[src/rtl/instr_mem_prog_if.sv]
// Fetch and program-load port bundle for instr_mem_prog.
// The master side drives PC/stall/flush and program writes; the slave side is the memory.
interface instr_mem_prog_if #(
  parameter int DATA_W = 32,
  parameter int ADDR_W = 32,
  parameter int PAW    = 4
);
  logic [ADDR_W-1:0] PC_F;
  logic              stall_F;
  logic              flush_F;
  logic [DATA_W-1:0] instruction;
  logic              instr_valid;
  logic              fetch_fault;
  logic              prog_en;
  logic              prog_we;
  logic [PAW-1:0]    prog_addr;
  logic [DATA_W-1:0] prog_data;
  logic              prog_ready;
  logic              init_done;

  modport master (
    output PC_F, stall_F, flush_F, prog_en, prog_we, prog_addr, prog_data,
    input  instruction, instr_valid, fetch_fault, prog_ready, init_done
  );

  modport slave (
    input  PC_F, stall_F, flush_F, prog_en, prog_we, prog_addr, prog_data,
    output instruction, instr_valid, fetch_fault, prog_ready, init_done
  );
endinterface

[src/rtl/instr_mem_prog.sv]
// Run-time programmable instruction memory for the fetch stage: self-clears after reset,
// loads over the program port, and fetches with 1-cycle latency plus stall/flush/fault.
//
// state  | meaning
// S_INIT | writing NOP to every word, one per cycle, after reset
// S_RUN  | normal fetch; prog_en requests LOAD
// S_LOAD | program writes accepted, fetch outputs forced to bubble
module instr_mem_prog #(
  parameter int              DATA_W = 32,
  parameter int              DEPTH  = 16,
  parameter int              ADDR_W = 32,
  parameter logic [DATA_W-1:0] NOP  = '0
) (
  input logic             clk,
  input logic             rst,
  instr_mem_prog_if.slave bus
);
  localparam int PAW = $clog2(DEPTH);

  typedef enum logic [1:0] {S_INIT, S_RUN, S_LOAD} state_t;

  state_t            state_q, state_d;
  logic [PAW-1:0]    clr_idx_q, clr_idx_d;
  logic [DATA_W-1:0] instr_q, instr_d;
  logic              valid_q, valid_d;
  logic              fault_q, fault_d;

  logic [DATA_W-1:0] mem [DEPTH];
  logic              mem_we;
  logic [PAW-1:0]    mem_waddr;
  logic [DATA_W-1:0] mem_wdata;

  logic [ADDR_W-1:0] word;
  logic              misaligned;
  logic              out_of_range;

  // Full-width range compare so high PC bits never alias onto low words.
  assign word         = bus.PC_F >> 2;
  assign misaligned   = bus.PC_F[1:0] != 2'b00;
  assign out_of_range = word >= ADDR_W'(DEPTH);

  always_ff @(posedge clk or negedge rst) begin
    if (!rst) begin
      state_q   <= S_INIT;
      clr_idx_q <= '0;
      instr_q   <= NOP;
      valid_q   <= 1'b0;
      fault_q   <= 1'b0;
    end else begin
      state_q   <= state_d;
      clr_idx_q <= clr_idx_d;
      instr_q   <= instr_d;
      valid_q   <= valid_d;
      fault_q   <= fault_d;
    end
  end

  always_comb begin
    state_d   = state_q;
    clr_idx_d = clr_idx_q;
    instr_d   = instr_q;
    valid_d   = valid_q;
    fault_d   = fault_q;
    mem_we    = 1'b0;
    mem_waddr = clr_idx_q;
    mem_wdata = NOP;
    case (state_q)
      S_INIT: begin
        mem_we    = 1'b1;
        clr_idx_d = clr_idx_q + 1'b1;
        instr_d   = NOP;
        valid_d   = 1'b0;
        fault_d   = 1'b0;
        if (clr_idx_q == PAW'(DEPTH - 1)) begin
          state_d   = S_RUN;
          clr_idx_d = '0;
        end
      end
      S_RUN: begin
        if (bus.prog_en) state_d = S_LOAD;
        if (bus.flush_F) begin
          instr_d = NOP;
          valid_d = 1'b0;
          fault_d = 1'b0;
        end else if (!bus.stall_F) begin
          if (misaligned || out_of_range) begin
            instr_d = NOP;
            valid_d = 1'b0;
            fault_d = 1'b1;
          end else begin
            instr_d = mem[word[PAW-1:0]];
            valid_d = 1'b1;
            fault_d = 1'b0;
          end
        end
      end
      S_LOAD: begin
        instr_d = NOP;
        valid_d = 1'b0;
        fault_d = 1'b0;
        if (bus.prog_we && (int'(bus.prog_addr) < DEPTH)) begin
          mem_we    = 1'b1;
          mem_waddr = bus.prog_addr;
          mem_wdata = bus.prog_data;
        end
        if (!bus.prog_en) state_d = S_RUN;
      end
      default: state_d = S_INIT;
    endcase
  end

  // Held off while rst is low so reset alone never modifies the array.
  always_ff @(posedge clk) begin
    if (mem_we && rst) mem[mem_waddr] <= mem_wdata;
  end

  assign bus.instruction = instr_q;
  assign bus.instr_valid = valid_q;
  assign bus.fetch_fault = fault_q;
  assign bus.prog_ready  = (state_q == S_LOAD);
  assign bus.init_done   = (state_q != S_INIT);
endmodule

[src/flat_wrapper.sv]
// flat-port wrapper written by rule: the top's interface ports become plain ports
module instr_mem_prog_flat 
#(
  parameter int              DATA_W = 32,
  parameter int              DEPTH  = 16,
  parameter int              ADDR_W = 32,
  parameter logic [DATA_W-1:0] NOP  = '0
)
  (clk, rst, bus_PC_F, bus_stall_F, bus_flush_F, bus_prog_en, bus_prog_we, bus_prog_addr, bus_prog_data, bus_instruction, bus_instr_valid, bus_fetch_fault, bus_prog_ready, bus_init_done);
  instr_mem_prog_if #(.DATA_W(DATA_W), .ADDR_W(ADDR_W), .PAW(4)) bus_i ();
  input logic clk;
  input logic rst;
  input wire logic [$bits(bus_i.PC_F)-1:0] bus_PC_F;
  input wire logic [$bits(bus_i.stall_F)-1:0] bus_stall_F;
  input wire logic [$bits(bus_i.flush_F)-1:0] bus_flush_F;
  input wire logic [$bits(bus_i.prog_en)-1:0] bus_prog_en;
  input wire logic [$bits(bus_i.prog_we)-1:0] bus_prog_we;
  input wire logic [$bits(bus_i.prog_addr)-1:0] bus_prog_addr;
  input wire logic [$bits(bus_i.prog_data)-1:0] bus_prog_data;
  output wire logic [$bits(bus_i.instruction)-1:0] bus_instruction;
  output wire logic [$bits(bus_i.instr_valid)-1:0] bus_instr_valid;
  output wire logic [$bits(bus_i.fetch_fault)-1:0] bus_fetch_fault;
  output wire logic [$bits(bus_i.prog_ready)-1:0] bus_prog_ready;
  output wire logic [$bits(bus_i.init_done)-1:0] bus_init_done;
  assign bus_i.PC_F = bus_PC_F;
  assign bus_i.stall_F = bus_stall_F;
  assign bus_i.flush_F = bus_flush_F;
  assign bus_i.prog_en = bus_prog_en;
  assign bus_i.prog_we = bus_prog_we;
  assign bus_i.prog_addr = bus_prog_addr;
  assign bus_i.prog_data = bus_prog_data;
  assign bus_instruction = bus_i.instruction;
  assign bus_instr_valid = bus_i.instr_valid;
  assign bus_fetch_fault = bus_i.fetch_fault;
  assign bus_prog_ready = bus_i.prog_ready;
  assign bus_init_done = bus_i.init_done;
  instr_mem_prog #(.DATA_W(DATA_W), .DEPTH(DEPTH), .ADDR_W(ADDR_W), .NOP(NOP)) u_core (.clk(clk), .rst(rst), .bus(bus_i));
endmodule
[config.mk]
export PLATFORM = sky130hd
export DESIGN_NAME = instr_mem_prog_flat
export DESIGN_NICKNAME = d
export VERILOG_FILES = /design/src/rtl/instr_mem_prog_if.sv /design/src/rtl/instr_mem_prog.sv /design/src/flat_wrapper.sv
export SDC_FILE = /design/constraint.sdc
export NUM_CORES = 1
export LEC_CHECK = 0
export BUFFER_PORTS_ARGS = -buffer_cell sky130_fd_sc_hd__buf_2
export CORE_MARGIN = 2
export CORE_UTILIZATION = 50
export DETAILED_ROUTE_END_ITERATION = 12
export HOLD_SLACK_MARGIN = 0.1
export PLACE_DENSITY = 0.71
export REMOVE_ABC_BUFFERS = 1
export SLEW_MARGIN = 15
export SYNTH_ARGS = -nofsm -noshare
export SYNTH_HDL_FRONTEND = slang
export SYNTH_SLANG_ARGS = --single-unit
[constraint.sdc]
create_clock -name clk -period 4.6 [get_ports clk]
set_clock_uncertainty 0.1 [all_clocks]
set_input_delay 0.92 -clock clk [delete_from_list [all_inputs] [get_ports clk]]
set_output_delay 0.92 -clock clk [all_outputs]
set_load 0.02 [all_outputs]
After elaboration in Yosys (flattened, before gate mapping)
Memory sizes are Yosys's and may differ from the RTL's.
Cells that the tools add are included.
{ "op_classes": {"reduce_logical": 9, "n_addsub": 1, "eq_ne": 7, "n_lt_le_gt_ge": 1, "n_mux": 25} }
{ "op_table": {"columns": ["op", "n"], "rows": [
  ["32-bit 2-to-1 mux", 5],
  ["32-bit one-hot mux with 2 select lines", 1],
  ["30-bit by 5-bit greater-or-equal comparator with 1-bit output (second input constant)", 1],
  ["4-bit 2-to-1 mux", 3],
  ["1-bit 2-to-1 mux", 9],
  ["2-bit 2-to-1 mux", 3],
  ["1-bit one-hot mux with 2 select lines", 3],
  ["2-bit one-hot mux with 3 select lines", 1],
  ["2-bit nonzero test", 3],
  ["4-bit by 1-bit adder with 4-bit output (second input constant)", 1],
  ["4-bit equality test (second input constant)", 1],
  ["2-bit != test (second input constant)", 2],
  ["3-bit != test (second input constant)", 1],
  ["3-bit AND reduction", 1],
  ["2-bit by 1-bit equality test with 1-bit output (second input constant)", 1],
  ["2-bit equality test (second input constant)", 1],
  ["2-bit zero test", 1],
  ["2-bit by 1-bit != test with 1-bit output (second input constant)", 1],
  ["2-bit AND reduction", 1],
  ["2-bit OR reduction", 1],
  ["1-bit logical AND", 1],
  ["1-bit logical OR", 1]
]} }
{ "word_totals": {"memories": 1, "reg_bits": 40, "word_cells": 49, "in_bits": 74, "ramBits": 512, "output_inout_bits": 36} }
{ "mem_list": {"columns": ["name", "depth", "width", "read_ports", "rd_ports_with_merged_regs", "wr", "line_no", "rtl"], "rows": [
  ["u_core.mem", 16, 32, 1, 0, 1, "instr_mem_prog.sv:28", "logic [DATA_W-1:0] mem [DEPTH];"]
]} }

Longest topological paths before layout
{ "depth": {"word_depth": 6, "depth_mapped": 7, "mapped_depth_nobuf": 4} }

Worst setup path before layout
Ideal clock, no wire load.
{ "synth_path": {"path_type": "input to register", "from": "input bus_prog_we", "to": "memory u_core.mem[14][0] (enable)", "path_buffers": 2, "t_required_ns": 4.079, "setup_ns": 0.421, "cell_stages": 5, "slack_ns": 0.979, "arrival_time_ns": 3.100, "path_cell_list": "and3b_1 clkbuf_1 clkbuf_1 a31oi_1 nor2_1"} }
{ "synth_via": {"elab_chain_len": 5, "word_cells_on_any_way": 7, "classes_between": "6 x mux; 1 x reduce/logical"} }
{ "synth_lines": {"columns": ["element", "line_no", "rtl"], "rows": [
  ["from (decl)", "flat_wrapper.sv:17", "input wire logic [$bits(bus_i.prog_we)-1:0] bus_prog_we;"],
  ["1-bit 2-to-1 mux", "instr_mem_prog.sv:101", "if (bus.prog_we && (int'(bus.prog_addr) < DEPTH)) begin"],
  ["1-bit one-hot mux with 2 select lines", "instr_mem_prog.sv:67", "case (state_q)"],
  ["1-bit logical AND", "instr_mem_prog.sv:114", "if (mem_we && rst) mem[mem_waddr] <= mem_wdata;"],
  ["1-bit 2-to-1 mux", "instr_mem_prog.sv:114", null],
  ["1-bit 2-to-1 mux (implied by the code)", "instr_mem_prog.sv:114", null],
  ["to (decl)", "instr_mem_prog.sv:28", null]
]} }
Several ways; a longest one is shown, not always the timed one.

Final worst setup path
{ "layout_path": {"from": "register u_core.state_q[1]", "to": "output bus_init_done"} }
{ "layout_via": {"elab_chain_len": 1} }
{ "layout_lines": {"columns": ["element", "line_no", "rtl"], "rows": [
  ["from (decl)", "instr_mem_prog.sv:22", "state_t state_q, state_d;"],
  ["from (signal assigned)", "instr_mem_prog.sv:50", "state_q <= state_d;"],
  ["2-bit nonzero test", "instr_mem_prog.sv:121", "assign bus.init_done = (state_q != S_INIT);"],
  ["to (decl)", "flat_wrapper.sv:24", "output wire logic [$bits(bus_i.init_done)-1:0] bus_init_done;"]
]} }
No other way between the ends.

==> results by group <==
Logic synthesis
  • Post-Syn Instances: 1193
  • Number of flops mapped to enable cells by yosys: 512
  • Synth Register Bits: ~550
  • Synth unique cells: between 40 and 50
  • Ys async rst share: under 10%
  • Seq/Total Area, Yosys: 74.3%
  • Ys Warns: 0
  • Post-Syn Area per Cell: around 18 µm²
  • Mapped Area: 0.0220 mm²
  • Synth Flop Type: edfxtp_1

Global route
  • Met2 usage: ~36%
  • First-pass GRT wire length: 75600 µm
  • GRT Overall Usage: between 20% and 30%
  • Met1 Use GR: between 30% and 40%
  • Vias in the first global route: 11900
  • Largest net degree at the start of global routing: 58
  • Total grt overflow: 0
  • Met3 Track Usage GR: ~4.0%
  • Initial antenna violation count: 2
  • Busiest grt layer: met2

Timing
  • Slew HR: ~22%
  • RSZ-0062 raised after global routing: false
  • Final Max Slew Viols: 0
  • Final min period: about 3.1 ns
  • Period utilization: between 60% and 70%
  • Setup tns final: 0 ns
  • Hold slack: about 0.37 ns
  • Worst slew pin tran: ~1.2 ns
  • Final Hold Viols: 0
  • Fmax: around 320 MHz
  • Setup-failing EPs final: 0

Placed design
  • RD Place Congestion: between 0.8 and 0.9
  • IO buf count: 109
  • Placement Cell Area: approximately 0.023 mm²
  • Hpwl dp: approximately 29000 µm

Floorplan
  • IO Pins: 110
  • CORE AREA: about 0.043 mm²
  • Die area: 0.0458 mm²
  • Starting Density: 51.0%
  • # rows: 76
  • Chip Height: about 210 µm
  • Die W: 214 µm

Power and ir drop
  • Pwr per Cell Area: ~480 mW/mm²
  • Leakage: between 8 and 9 nW
  • Peak VDD IR: roughly 0.38 mV

Critical path
  • Worst Path Required: about 3.6 ns
  • Worst Path Arrival: ~2.1 ns
  • CP Launch Type: flip-flop
  • Crit path capture type: primary output
  • R2r startpoint: u_core.state_q[1]
  • Reg2Reg Depth: 5
  • R2r setup slk: ~1.5 ns
  • Worst-path maximum fanout: 35
  • Reg-to-reg endpoint: u_core.mem[2][7]
  • Crit path kind: flip-flop to primary output

Clock network
  • CTS clk-pin slew, worst paths: about 0.06 ns
  • Post-CTS Setup Inserts: 0
  • H-tree Lvls: 2
  • Hold Buf Count CTS: 0
  • Post-CTS resize count: 0
  • Max Root-Sink Buffers: 3
  • CTS buffer count: between 50 and 60
  • Worst skew pair latency: 0.60 ns
  • Clk sink count: roughly 550
  • CTS tree: done
  • Clock root buffer: clkbuf_16

Final layout
  • Nets: about 1400
  • Fill cells: between 3000 and 4000
  • Synth-to-Final Area Change: 14.3%
  • Post-layout util: between 50% and 60%
  • Proportion of layout cells with a drive suffix above 1: 25.1%
  • Fin area: ~0.025 mm²

Detailed routing
  • Via/cell ratio: roughly 6
  • ANT nets after route: 0
  • Drt first-iter violations: 1278
  • Residual DRC: 0
  • Total number of vias: roughly 12000
  • Wire length per cell: between 20 and 30 µm
  • Drt first pass iters: 5
  • WL final: about 50000 µm

Worst hold path
  • Min-Delay Path Class: flip-flop to flip-flop
  • Min-delay src: u_core.bus.instr_valid
  • Hold endpoint: u_core.bus.instr_valid
  • Hold depth: 2

Job
  • MaxCap Viol Count: 0

Status
  • Outcome: finished, final reports clean
[power by group]
part / switching (mW) / internal, mW
registers: 0.132 / 6.06
clock network: 1.84 / 2.51
logic: 1.08 / 0.439
total: 3.04 / 9.01
[placed cells by master (no fill, tap or decap), drive strengths merged, types with 8 or more instances in the layout]
master,instances
edfxtp,512
mux2i,161
buf,145
clkbuf,66
mux4,64
nor2,50
dfrtp,40
a21oi,35
o21ai,35
o22ai,33
nor4b,32
o211ai,32
and2,32
a221oi,32
clkinv,22
nand2,12
inv,8
[how the worst max path moves through the flow]
stage                      start                 end  slack, ns  cells after the start
2_1_floorplan  u_core.state_q[1]    u_core.mem[2][0]       0.64                      4
3_3_place_gp         bus_prog_we  u_core.mem[10][13]       1.04                      5
3_5_place_dp         bus_prog_we  u_core.mem[10][17]       0.99                      5
4_1_cts        u_core.state_q[1]       bus_init_done       1.47                      4
5_1_grt        u_core.state_q[1]   u_core.mem[10][0]       1.35                      4
6_report       u_core.state_q[1]       bus_init_done       1.48                      4
[cell type report]
type,instances,area [µm²],area share (%)
clock inverters,33,329,1.31
repair buffers,145,903,3.58
well taps,585,732,2.90
diodes,1,2.50,0.00993
inverters,4,15.0,0.0596
multi-input cells,559,5450,21.6
clock buffers,66,1410,5.57
flip-flops and latches,552,16400,65.0
[stage by stage]
step,worst slack (ns),total power [mW],instances
finish,1.48,12.1,1945
global route,1.35,12.5,1945
CTS,1.47,12.1,1944
detailed placement,0.989,7.81,1845
global placement,1.04,7.75,1845
floorplan,0.638,7.05,1115
[logic make-up after synthesis]
| logic type | after synthesis | synth area share (%) |
|---|---|---|
| flops | 552 | 74.3 |
| mux | 228 | 14.0 |
| compound gates | 174 | 5.92 |
| simple gates | 155 | 4.08 |
| buf+inv | 82 | 1.63 |
| xor+xnor | 1 | 0.0397 |
| fa+ha+maj | 1 | 0.0567 |
[worst max-delay path, cell delays in order, from the launching register on]
cell and delay [ns]:
dfrtp_2 0.46, buf_4 0.49, nor2_1 0.21, inv_1 0.14, buf_2 0.19
[metal layers]
metal	share of wire, %	vias to the layer above
li1	-	5122
met1	41	6085
met2	48	567
met3	8.3	94
met4	2.3	0
met5	0	-
[state kept, by name, summed over array words and instances, names as in the netlist]
name	cells
u_core.bus.instruction	32
u_core.mem	512
u_core.bus.fetch_fault	1
u_core.bus.instr_valid	1
u_core.clr_idx_q	4
u_core.state_q	2
[Yosys cell counts, types with 2 or more instances]
cell type / count / share of area [%]
nor3_1: 2 / 0.045
nand4_1: 2 / 0.057
a21oi_1: 35 / 0.79
and2_1: 32 / 0.91
clkbuf_1: 51 / 0.87
a221oi_1: 3 / 0.12
nor4_1: 6 / 0.17
buf_2: 21 / 0.48
nor2_1: 50 / 0.85
nor3b_1: 3 / 0.10
a221oi_2: 29 / 2.0
buf_6: 3 / 0.15
mux4_2: 64 / 6.5
o21ai_1: 2 / 0.045
mux2_2: 2 / 0.10
edfxtp_1: 512 / 70
o21ai_0: 33 / 0.75
a31oi_1: 4 / 0.11
or4_1: 2 / 0.068
nor4b_1: 32 / 1.3
dfrtp_1: 40 / 4.5
mux2i_1: 161 / 7.3
nand2b_1: 6 / 0.17
nand2_1: 12 / 0.20
nand3_1: 2 / 0.045
inv_1: 4 / 0.068
o22ai_1: 33 / 0.94
o211ai_1: 32 / 1.1
buf_1: 2 / 0.034
Power figures use the tool's default switching activity.
